**config.mk**
```make
export PLATFORM = sky130hd
export DESIGN_NAME = ifu_prefetch_queue
export DESIGN_NICKNAME = d
export VERILOG_FILES = /design/src/rtl/ifu_pkg.sv /design/src/rtl/ifu_inst_fifo.sv /design/src/rtl/ifu_prefetch_queue.sv
export SDC_FILE = /design/constraint.sdc
export NUM_CORES = 1
export LEC_CHECK = 0
export BUFFER_PORTS_ARGS = -buffer_cell sky130_fd_sc_hd__buf_2
export CAP_MARGIN = 20
export CORE_MARGIN = 2
export CORE_UTILIZATION = 57
export DETAILED_ROUTE_END_ITERATION = 10
export GPL_ROUTABILITY_DRIVEN = 0
export PLACE_DENSITY_LB_ADDON = 0.15
export SETUP_SLACK_MARGIN = 0.02
export SLEW_MARGIN = 20
export SYNTH_ARGS = -nofsm -noshare
export SYNTH_HDL_FRONTEND = slang
export SYNTH_HIERARCHICAL = 1
export SYNTH_SLANG_ARGS = --single-unit
```
**constraint.sdc**
```tcl
create_clock -name clk -period 5.61 [get_ports clk]
set_clock_uncertainty 0.05 [all_clocks]
set_input_delay 1.122 -clock clk [delete_from_list [all_inputs] [get_ports clk]]
set_output_delay 1.122 -clock clk [all_outputs]
set_load 0.02 [all_outputs]
```
**src/rtl/ifu_pkg.sv**
```systemverilog
// Shared types and constants for the instruction-fetch prefetch queue.
package ifu_pkg;

  typedef enum logic [1:0] {
    IDLE,
    REQ,
    WAIT,
    HALT
  } state_t;

  localparam logic [2:0] AR_SIZE_WORD = 3'd2;
  localparam int PC_MAX_W = 64;

  typedef struct packed {
    logic [PC_MAX_W-1:0] pc;
    logic [31:0]         inst;
    logic                fault;
  } fifo_entry_t;

  // Width of the instruction-slot index inside one bus word (at least 1 bit).
  function automatic int slot_idx_w(input int bus_w);
    return (bus_w > 32) ? $clog2(bus_w / 32) : 1;
  endfunction

endpackage

```
**src/rtl/ifu_inst_fifo.sv**
```systemverilog
// Synchronous FIFO with combinational head read and a flush that empties it in one cycle.
module ifu_inst_fifo #(
  parameter int DEPTH = 4,
  parameter int WIDTH = 97
) (
  input  logic                   clk,
  input  logic                   rst,
  input  logic                   push,
  input  logic                   pop,
  input  logic                   flush,
  input  logic [WIDTH-1:0]       din,
  output logic [WIDTH-1:0]       dout,
  output logic [$clog2(DEPTH):0] count,
  output logic                   full,
  output logic                   empty
);

  localparam int AW = $clog2(DEPTH);

  logic [WIDTH-1:0] mem [DEPTH];
  logic [AW-1:0]    wr_ptr_reg;
  logic [AW-1:0]    rd_ptr_reg;
  logic [AW:0]      count_reg;
  logic             do_push;
  logic             do_pop;

  assign full    = (count_reg == (AW+1)'(DEPTH));
  assign empty   = (count_reg == '0);
  assign count   = count_reg;
  assign do_pop  = pop && !empty;
  assign do_push = push && (!full || do_pop);
  assign dout    = mem[rd_ptr_reg];

  always_ff @(posedge clk) begin
    if (rst || flush) begin
      wr_ptr_reg <= '0;
      rd_ptr_reg <= '0;
      count_reg  <= '0;
    end else begin
      if (do_push) wr_ptr_reg <= wr_ptr_reg + 1'b1;
      if (do_pop)  rd_ptr_reg <= rd_ptr_reg + 1'b1;
      case ({do_push, do_pop})
        2'b10:   count_reg <= count_reg + 1'b1;
        2'b01:   count_reg <= count_reg - 1'b1;
        default: count_reg <= count_reg;
      endcase
    end
  end

  always_ff @(posedge clk) begin
    if (do_push) mem[wr_ptr_reg] <= din;
  end

endmodule

```
**src/rtl/ifu_prefetch_queue.sv**
```systemverilog
// Sequential fetch front end: one outstanding read, DEPTH-entry instruction queue, redirect flush.
// Optional access-fault reporting (r_err/out_fault, HALT state) is enabled by IFU_ACCESS_FAULT_EN.
module ifu_prefetch_queue
  import ifu_pkg::*;
#(
  parameter int              XLEN     = 64,
  parameter int              BUS_W    = 64,
  parameter int              DEPTH    = 4,
  parameter logic [XLEN-1:0] RESET_PC = 64'h80000000
) (
  input  logic             clk,
  input  logic             rst,
  input  logic             redirect_valid,
  input  logic [XLEN-1:0]  redirect_pc,
  output logic             out_valid,
  input  logic             out_ready,
  output logic [31:0]      out_inst,
  output logic [XLEN-1:0]  out_pc,
  output logic             ar_valid,
  input  logic             ar_ready,
  output logic [XLEN-1:0]  ar_addr,
  output logic [2:0]       ar_size,
  input  logic             r_valid,
  output logic             r_ready,
  input  logic [BUS_W-1:0] r_data
`ifdef IFU_ACCESS_FAULT_EN
  ,
  input  logic             r_err,
  output logic             out_fault
`endif
);

  localparam int NSLOT = BUS_W / 32;
  localparam int SW    = slot_idx_w(BUS_W);
  localparam int CW    = $clog2(DEPTH) + 1;

  state_t          state_reg, state_next;
  logic [XLEN-1:0] pc_reg, pc_next;
  logic [XLEN-1:0] ar_addr_reg, ar_addr_next;
  logic            discard_reg, discard_next;
  logic            push;
  logic            pop;
  logic            fifo_full;
  logic            fifo_empty;
  logic [CW-1:0]   fifo_count;
  logic [31:0]     sel_inst;
  logic            resp_err;
  logic [XLEN-1:0] redirect_target;
  fifo_entry_t     push_entry;
  fifo_entry_t     head_entry;

  assign redirect_target = {redirect_pc[XLEN-1:2], 2'b00};

`ifdef IFU_ACCESS_FAULT_EN
  assign resp_err = r_err;
`else
  assign resp_err = 1'b0;
`endif

  generate
    if (NSLOT == 1) begin : g_single_slot
      assign sel_inst = r_data[31:0];
    end else begin : g_multi_slot
      logic [SW-1:0] slot;
      assign slot     = pc_reg[2 +: SW];
      assign sel_inst = r_data[32*slot +: 32];
    end
  endgenerate

  always_ff @(posedge clk) begin
    if (rst) begin
      state_reg   <= IDLE;
      pc_reg      <= RESET_PC;
      ar_addr_reg <= RESET_PC;
      discard_reg <= 1'b0;
    end else begin
      state_reg   <= state_next;
      pc_reg      <= pc_next;
      ar_addr_reg <= ar_addr_next;
      discard_reg <= discard_next;
    end
  end

  // A redirect in REQ marks the still-pending request as stale right away;
  // the flag only takes effect on the response seen in WAIT.
  always_comb begin
    state_next   = state_reg;
    pc_next      = pc_reg;
    ar_addr_next = ar_addr_reg;
    discard_next = discard_reg;
    push         = 1'b0;
    case (state_reg)
      IDLE: begin
        if (!redirect_valid && !fifo_full) begin
          state_next   = REQ;
          ar_addr_next = pc_reg;
        end
      end
      REQ: begin
        if (ar_ready) state_next = WAIT;
        if (redirect_valid) discard_next = 1'b1;
      end
      WAIT: begin
        if (r_valid) begin
          state_next   = IDLE;
          discard_next = 1'b0;
          if (!discard_reg && !redirect_valid) begin
            push = 1'b1;
            if (resp_err) state_next = HALT;
            else          pc_next    = pc_reg + XLEN'(4);
          end
        end else if (redirect_valid) begin
          discard_next = 1'b1;
        end
      end
      HALT: begin
        if (redirect_valid) state_next = IDLE;
      end
      default: state_next = IDLE;
    endcase
    if (redirect_valid) pc_next = redirect_target;
  end

  always_comb begin
    push_entry       = '0;
    push_entry.pc    = PC_MAX_W'(pc_reg);
    push_entry.inst  = resp_err ? 32'd0 : sel_inst;
    push_entry.fault = resp_err;
  end

  ifu_inst_fifo #(
    .DEPTH(DEPTH),
    .WIDTH($bits(fifo_entry_t))
  ) u_fifo (
    .clk  (clk),
    .rst  (rst),
    .push (push),
    .pop  (pop),
    .flush(redirect_valid),
    .din  (push_entry),
    .dout (head_entry),
    .count(fifo_count),
    .full (fifo_full),
    .empty(fifo_empty)
  );

  assign out_valid = (fifo_count != '0);
  assign pop       = out_valid && out_ready;
  assign out_inst  = fifo_empty ? 32'd0 : head_entry.inst;
  assign out_pc    = fifo_empty ? '0 : head_entry.pc[XLEN-1:0];
`ifdef IFU_ACCESS_FAULT_EN
  assign out_fault = fifo_empty ? 1'b0 : head_entry.fault;
`endif

  assign ar_valid = (state_reg == REQ);
  assign ar_addr  = ar_addr_reg;
  assign ar_size  = AR_SIZE_WORD;
  assign r_ready  = (state_reg == WAIT);

endmodule

```
After elaboration in Yosys (flattened, before gate mapping)
Memory sizes are Yosys's and may differ from the RTL's. A register that Yosys moved wholly into a read port is not among the register bits.
Index checks and enable logic that the tools add are counted.
{"block": "op_classes", "n_addsub": 5, "mux": 22, "n_shift": 1, "n_eq_ne": 10, "n_reduce_logical": 24}
{"op": "$mux 64", "count": 5}
{"op": "$add 64x3->64 const B", "count": 1}
{"op": "$shiftx 64x7->32", "count": 1}
{"op": "$mux 32", "count": 1}
{"op": "$mux 2", "count": 6}
{"op": "$reduce_bool 2->1", "count": 5}
{"op": "$pmux 2 s4", "count": 1}
{"op": "$mux 1", "count": 7}
{"op": "$eq 2x2->1 const B", "count": 3}
{"op": "$ne 2x2->1 const B", "count": 3}
{"op": "$pmux 3 s2", "count": 1}
{"op": "$reduce_and 3->1", "count": 2}
{"op": "$logic_and 1x1->1", "count": 5}
{"op": "$add 2x1->2 const B", "count": 2}
{"op": "$eq 2x1->1 const B", "count": 2}
{"op": "$logic_not 1->1", "count": 4}
{"op": "$reduce_and 4->1", "count": 1}
{"op": "$add 3x1->3 const B", "count": 1}
{"op": "$eq 3x3->1 const B", "count": 1}
{"op": "$logic_not 3->1", "count": 1}
{"op": "$reduce_bool 3->1", "count": 1}
{"op": "$sub 3x1->3 const B", "count": 1}
{"op": "$logic_not 2->1", "count": 1}
{"op": "$logic_or 1x1->1", "count": 2}
{"op": "other kinds (4)", "count": 4}
{"block": "word_totals", "out_inout_bits": 166, "mem_count": 1, "ramBits": 384, "elab_cells": 71, "reg_bits": 138}
{"memory": "u_fifo.mem", "words": 4, "width": 96, "rd": 1, "rd_clocked_by_memory_dff": 1, "wr": 1, "line_no": "ifu_inst_fifo.sv:20", "rtl": "logic [WIDTH-1:0] mem [DEPTH];"}

Longest topological paths before layout
{"block": "depth", "depth_word": 8, "ltp_mapped": 10, "depth_no_buf": 9}

Modules after synthesis
Netlist, hierarchy kept.
{"mod": "ifu_inst_fifo", "area_per_inst_um2": 14527.7, "cells_each": 565, "seq_area_each_um2": 11831.3, "instances": 1}
{"mod": "ifu_prefetch_queue", "area_per_inst_um2": 7078.0, "cells_each": 906, "seq_area_each_um2": 2542.4, "instances": 1}

Worst setup path before layout
No wires, ideal clock.
{"block": "synth_path", "path_kind": "input port to flip-flop", "start": "in redirect_valid", "end": "mem u_fifo/mem[0][0] (netlist name), enable pin", "required_time_ns": 5.093, "path_slack_ns": 0.564, "setup_time_ns": 0.467, "path_buffers": 4, "arrival_time_ns": 4.529, "stages": 7, "cell_sequence": "clkbuf_1 -> clkbuf_1 -> clkbuf_1 -> nor2_1 -> buf_2 -> nor2b_2 -> and2_1"}
{"block": "synth_between", "elab_chain_cells": 8}
{"element": "from (decl)", "line_no": "ifu_prefetch_queue.sv:13", "rtl": "input logic redirect_valid,"}
{"element": "$logic_not 1->1", "line_no": "ifu_prefetch_queue.sv:107", "rtl": "if (!discard_reg && !redirect_valid) begin"}
{"element": "$logic_and 1x1->1", "line_no": "ifu_prefetch_queue.sv:107"}
{"element": "$mux 1", "line_no": "ifu_prefetch_queue.sv:107"}
{"element": "$mux 1", "line_no": "ifu_prefetch_queue.sv:104", "rtl": "if (r_valid) begin"}
{"element": "$mux 1", "line_no": "ifu_prefetch_queue.sv:92", "rtl": "case (state_reg)"}
{"element": "named net push", "line_no": "ifu_prefetch_queue.sv:41", "rtl": "logic push;"}
{"element": "$logic_and 1x1->1", "line_no": "ifu_inst_fifo.sv:31", "rtl": "assign do_push = push && (!full || do_pop);"}
{"element": "$mux 1", "line_no": "ifu_inst_fifo.sv:51", "rtl": "if (do_push) mem[wr_ptr_reg] <= din;"}
{"element": "$mux 1 (not written as such)", "line_no": "ifu_inst_fifo.sv:51"}
{"element": "to (decl)", "line_no": "ifu_inst_fifo.sv:20"}
The timed path passes the listed nets, and every way through them passes these cells.

==> metrics.csv <==
stage,metric,value,unit
global_routing,gr ovfl total,0,
sta,Peak Freq,247,MHz
sta,count of final setup violators,0,
pwr,PD cells,342,nW/µm²
global_routing,number of antenna violations at the first check in global routing,4,
sta,Rel. slew slack,0.330,
global_routing,maximum number of pins on one net before global-route repair,75,
min_path,Min-Delay Startpoint,ar_addr[61],
route,aggregate routed wire length,50.2,mm
route,post-detailed-route count of antenna-violating nets,0,
clock_network,Post CTS Setup Buffer Count,0,
clock_network,number of resized instances in the post-cts repair step,0,
die,die area,39200,µm²
route,vias,13400,
min_path,class of the worst hold path,register to register,
clock_network,Skew-Pair Late Insertion Delay,570,ps
pwr,power consumption,0.00861,W
placed_design,input/output buffers,292,
critical_path,r2r setup slk,2050,ps
clock_network,hold buffer count at cts,0,
finish,area delta synth->final,17.5,%
critical_path,Worst path max stage delay,870,ps
critical_path,Critical Path Source Type,register,
critical_path,CP Depth,4,
route,Wirelength per Cell,21.9,µm
pwr,leakage power total,8.77,nW
global_routing,first-pass GRT wire length,76.1,mm
clock_network,clock tree root buffer cell,sky130_fd_sc_hd__clkbuf_16,
clock_network,CTS H-Tree Depth,2,
yosys,total of warnings raised by yosys,6,
sta,total count of max-transition violations in the final report,0,
finish,net count reported at finish,1887,
yosys,Post-Syn Area,21500,µm²
finish,"flip-flop count of the largest register, all copies and words added",384,
die,Die Ht,198,µm
critical_path,crit path to,out_inst[22],
critical_path,endpoint arrival time on the critical path,2880,ps
finish,layout filler cell count,2687,
critical_path,buffers plus inverters on the worst setup path,2,
die,I/O pin count,300,
status,status,"finished, final reports clean",
sta,hold violation total from the final report,0,
critical_path,CP Capture Type,output port,
finish,share of post-route cells with drive strength above 1,0.306,
critical_path,reg2reg end,u_fifo/mem[3][28],
sta,unrepaired setup endpoints after global routing,no,
die,Die W,198,µm
critical_path,critical-path maximum fanout,37,
sta,final critical delay including setup and external delays,4060,ps
clock_network,post-CTS clock slew at the launch and capture registers of the worst setup and hold paths,60,ps
clock_network,TritonCTS clock tree,done,
critical_path,cell depth of the worst flop-to-flop path,7,
sta,actual transition at the worst max-transition pin,1010,ps
sta,post-route clock period utilization,0.723,
critical_path,cells traversed along the worst timing path,buf_4 -> mux4_2 -> nor2b_1 -> buf_2,
critical_path,worst r2r src,state_reg[0],
critical_path,Critical Path RT,4440,ps
route,DRC violation count after routing,0,
die,placeable core area,37400,µm²
route,number of vias per cell after detailed routing,5.84,
clock_network,Inserted Clock Buffers,51,
die,total number of placement rows,71,
critical_path,"Largest delay share family, worst path",flip-flops,
critical_path,Crit-path slowest cell,sky130_fd_sc_hd__dfxtp_4,
flow_run,Max Cap Violations,0,
clock_network,CTS Sinks,520,
yosys,"Avg Cell Area, Syn",14.6,µm²
global_routing,global-route total usage across every layer,0.258,
global_routing,number of global-route vias before repair,13200,
route,drt first pass iters,5,
clock_network,clk buf depth,3,
placed_design,placed wire-length estimate after detailed placement,31.4,mm
sta,final setup TNS,0,ps
yosys,gate count of the mapped netlist,1466,
critical_path,type of the worst setup path,register to output port,
pwr,Worst VDD drop,0.000283,V
route,first-iteration detailed-routing DRC count,988,
die,Initial Util,0.574,
layer usage:
metal / global-route usage / vias up / wire (µm) / part of all wire
li1: - / 6116 / - / -
met1: 0.350 / 6717 / 20700 / 0.41
met2: 0.433 / 498 / 24900 / 0.50
met3: 0.0439 / 79 / 3500 / 0.070
met4: 0.0769 / 4 / 1130 / 0.023
met5: 0 / - / 23 / 0.00046
worst reg2reg max path: stages, from the launching register on:
cell                       delay [ps]
sky130_fd_sc_hd__dfxtp_1          360
sky130_fd_sc_hd__inv_1            120
sky130_fd_sc_hd__ha_1             300
sky130_fd_sc_hd__nand3b_1         290
sky130_fd_sc_hd__nor2_1           550
sky130_fd_sc_hd__nor2b_2          420
sky130_fd_sc_hd__and2_4           740
sky130_fd_sc_hd__buf_4            410
cells in the final DEF (no fill, tap or decap), types with 16 or more instances in the layout:
| master | count |
|---|---|
| sky130_fd_sc_hd__clkbuf_16 | 54 |
| sky130_fd_sc_hd__nand3_1 | 19 |
| sky130_fd_sc_hd__edfxtp_1 | 384 |
| sky130_fd_sc_hd__buf_2 | 291 |
| sky130_fd_sc_hd__nor2b_1 | 99 |
| sky130_fd_sc_hd__nor4_1 | 16 |
| sky130_fd_sc_hd__nand2_1 | 161 |
| sky130_fd_sc_hd__nor3_1 | 22 |
| sky130_fd_sc_hd__a211oi_1 | 25 |
| sky130_fd_sc_hd__a21oi_1 | 72 |
| sky130_fd_sc_hd__nand4_1 | 23 |
| sky130_fd_sc_hd__mux2_2 | 32 |
| sky130_fd_sc_hd__mux4_2 | 96 |
| sky130_fd_sc_hd__xnor2_1 | 25 |
| sky130_fd_sc_hd__dfxtp_1 | 133 |
| sky130_fd_sc_hd__nor2_1 | 67 |
where the power goes:
part           switching [W]  internal (W)  leakage [nW]
logic               0.000394      0.000217          3.27
registers           0.000122       0.00425          4.61
clock network        0.00142       0.00221         0.888
metrics by stage:
step | util | setup slack (ps) | hold slack (ps) | cells | instance area (µm²)
after floorplan | - | 588 | 408 | 1477 | 21500
after global placement | 0.625 | 1670 | 392 | 2199 | 23400
after detailed placement | 0.625 | 1600 | 396 | 2199 | 23400
after CTS | 0.674 | 1400 | 405 | 2294 | 25200
after global routing | 0.674 | 1310 | 422 | 2294 | 25200
final | 0.674 | 1550 | 404 | 2297 | 25200
cell type report:
cell class / instances / area (µm²) / area share
antenna: 3 / 7.51 / 0.000298
multi-input combinational: 843 / 6760 / 0.268
timing repair buffer: 310 / 1660 / 0.0659
clock inverter: 32 / 374 / 0.0148
sequential: 520 / 14300 / 0.566
tap: 511 / 639 / 0.0254
inverter: 15 / 57.6 / 0.00228
clock buffer: 63 / 1460 / 0.0577
worst min path at each step:
stage / slack, ps / endpoint / cells after the start
3_3_place_gp: 390 / ar_addr[2] / 2
2_1_floorplan: 410 / u_fifo/mem[0][50] / 0
3_5_place_dp: 400 / ar_addr[43] / 2
5_1_grt: 420 / ar_addr[12] / 2
6_report: 400 / ar_addr[61] / 2
4_1_cts: 400 / ar_addr[43] / 2
Power figures use the tool's default switching activity.
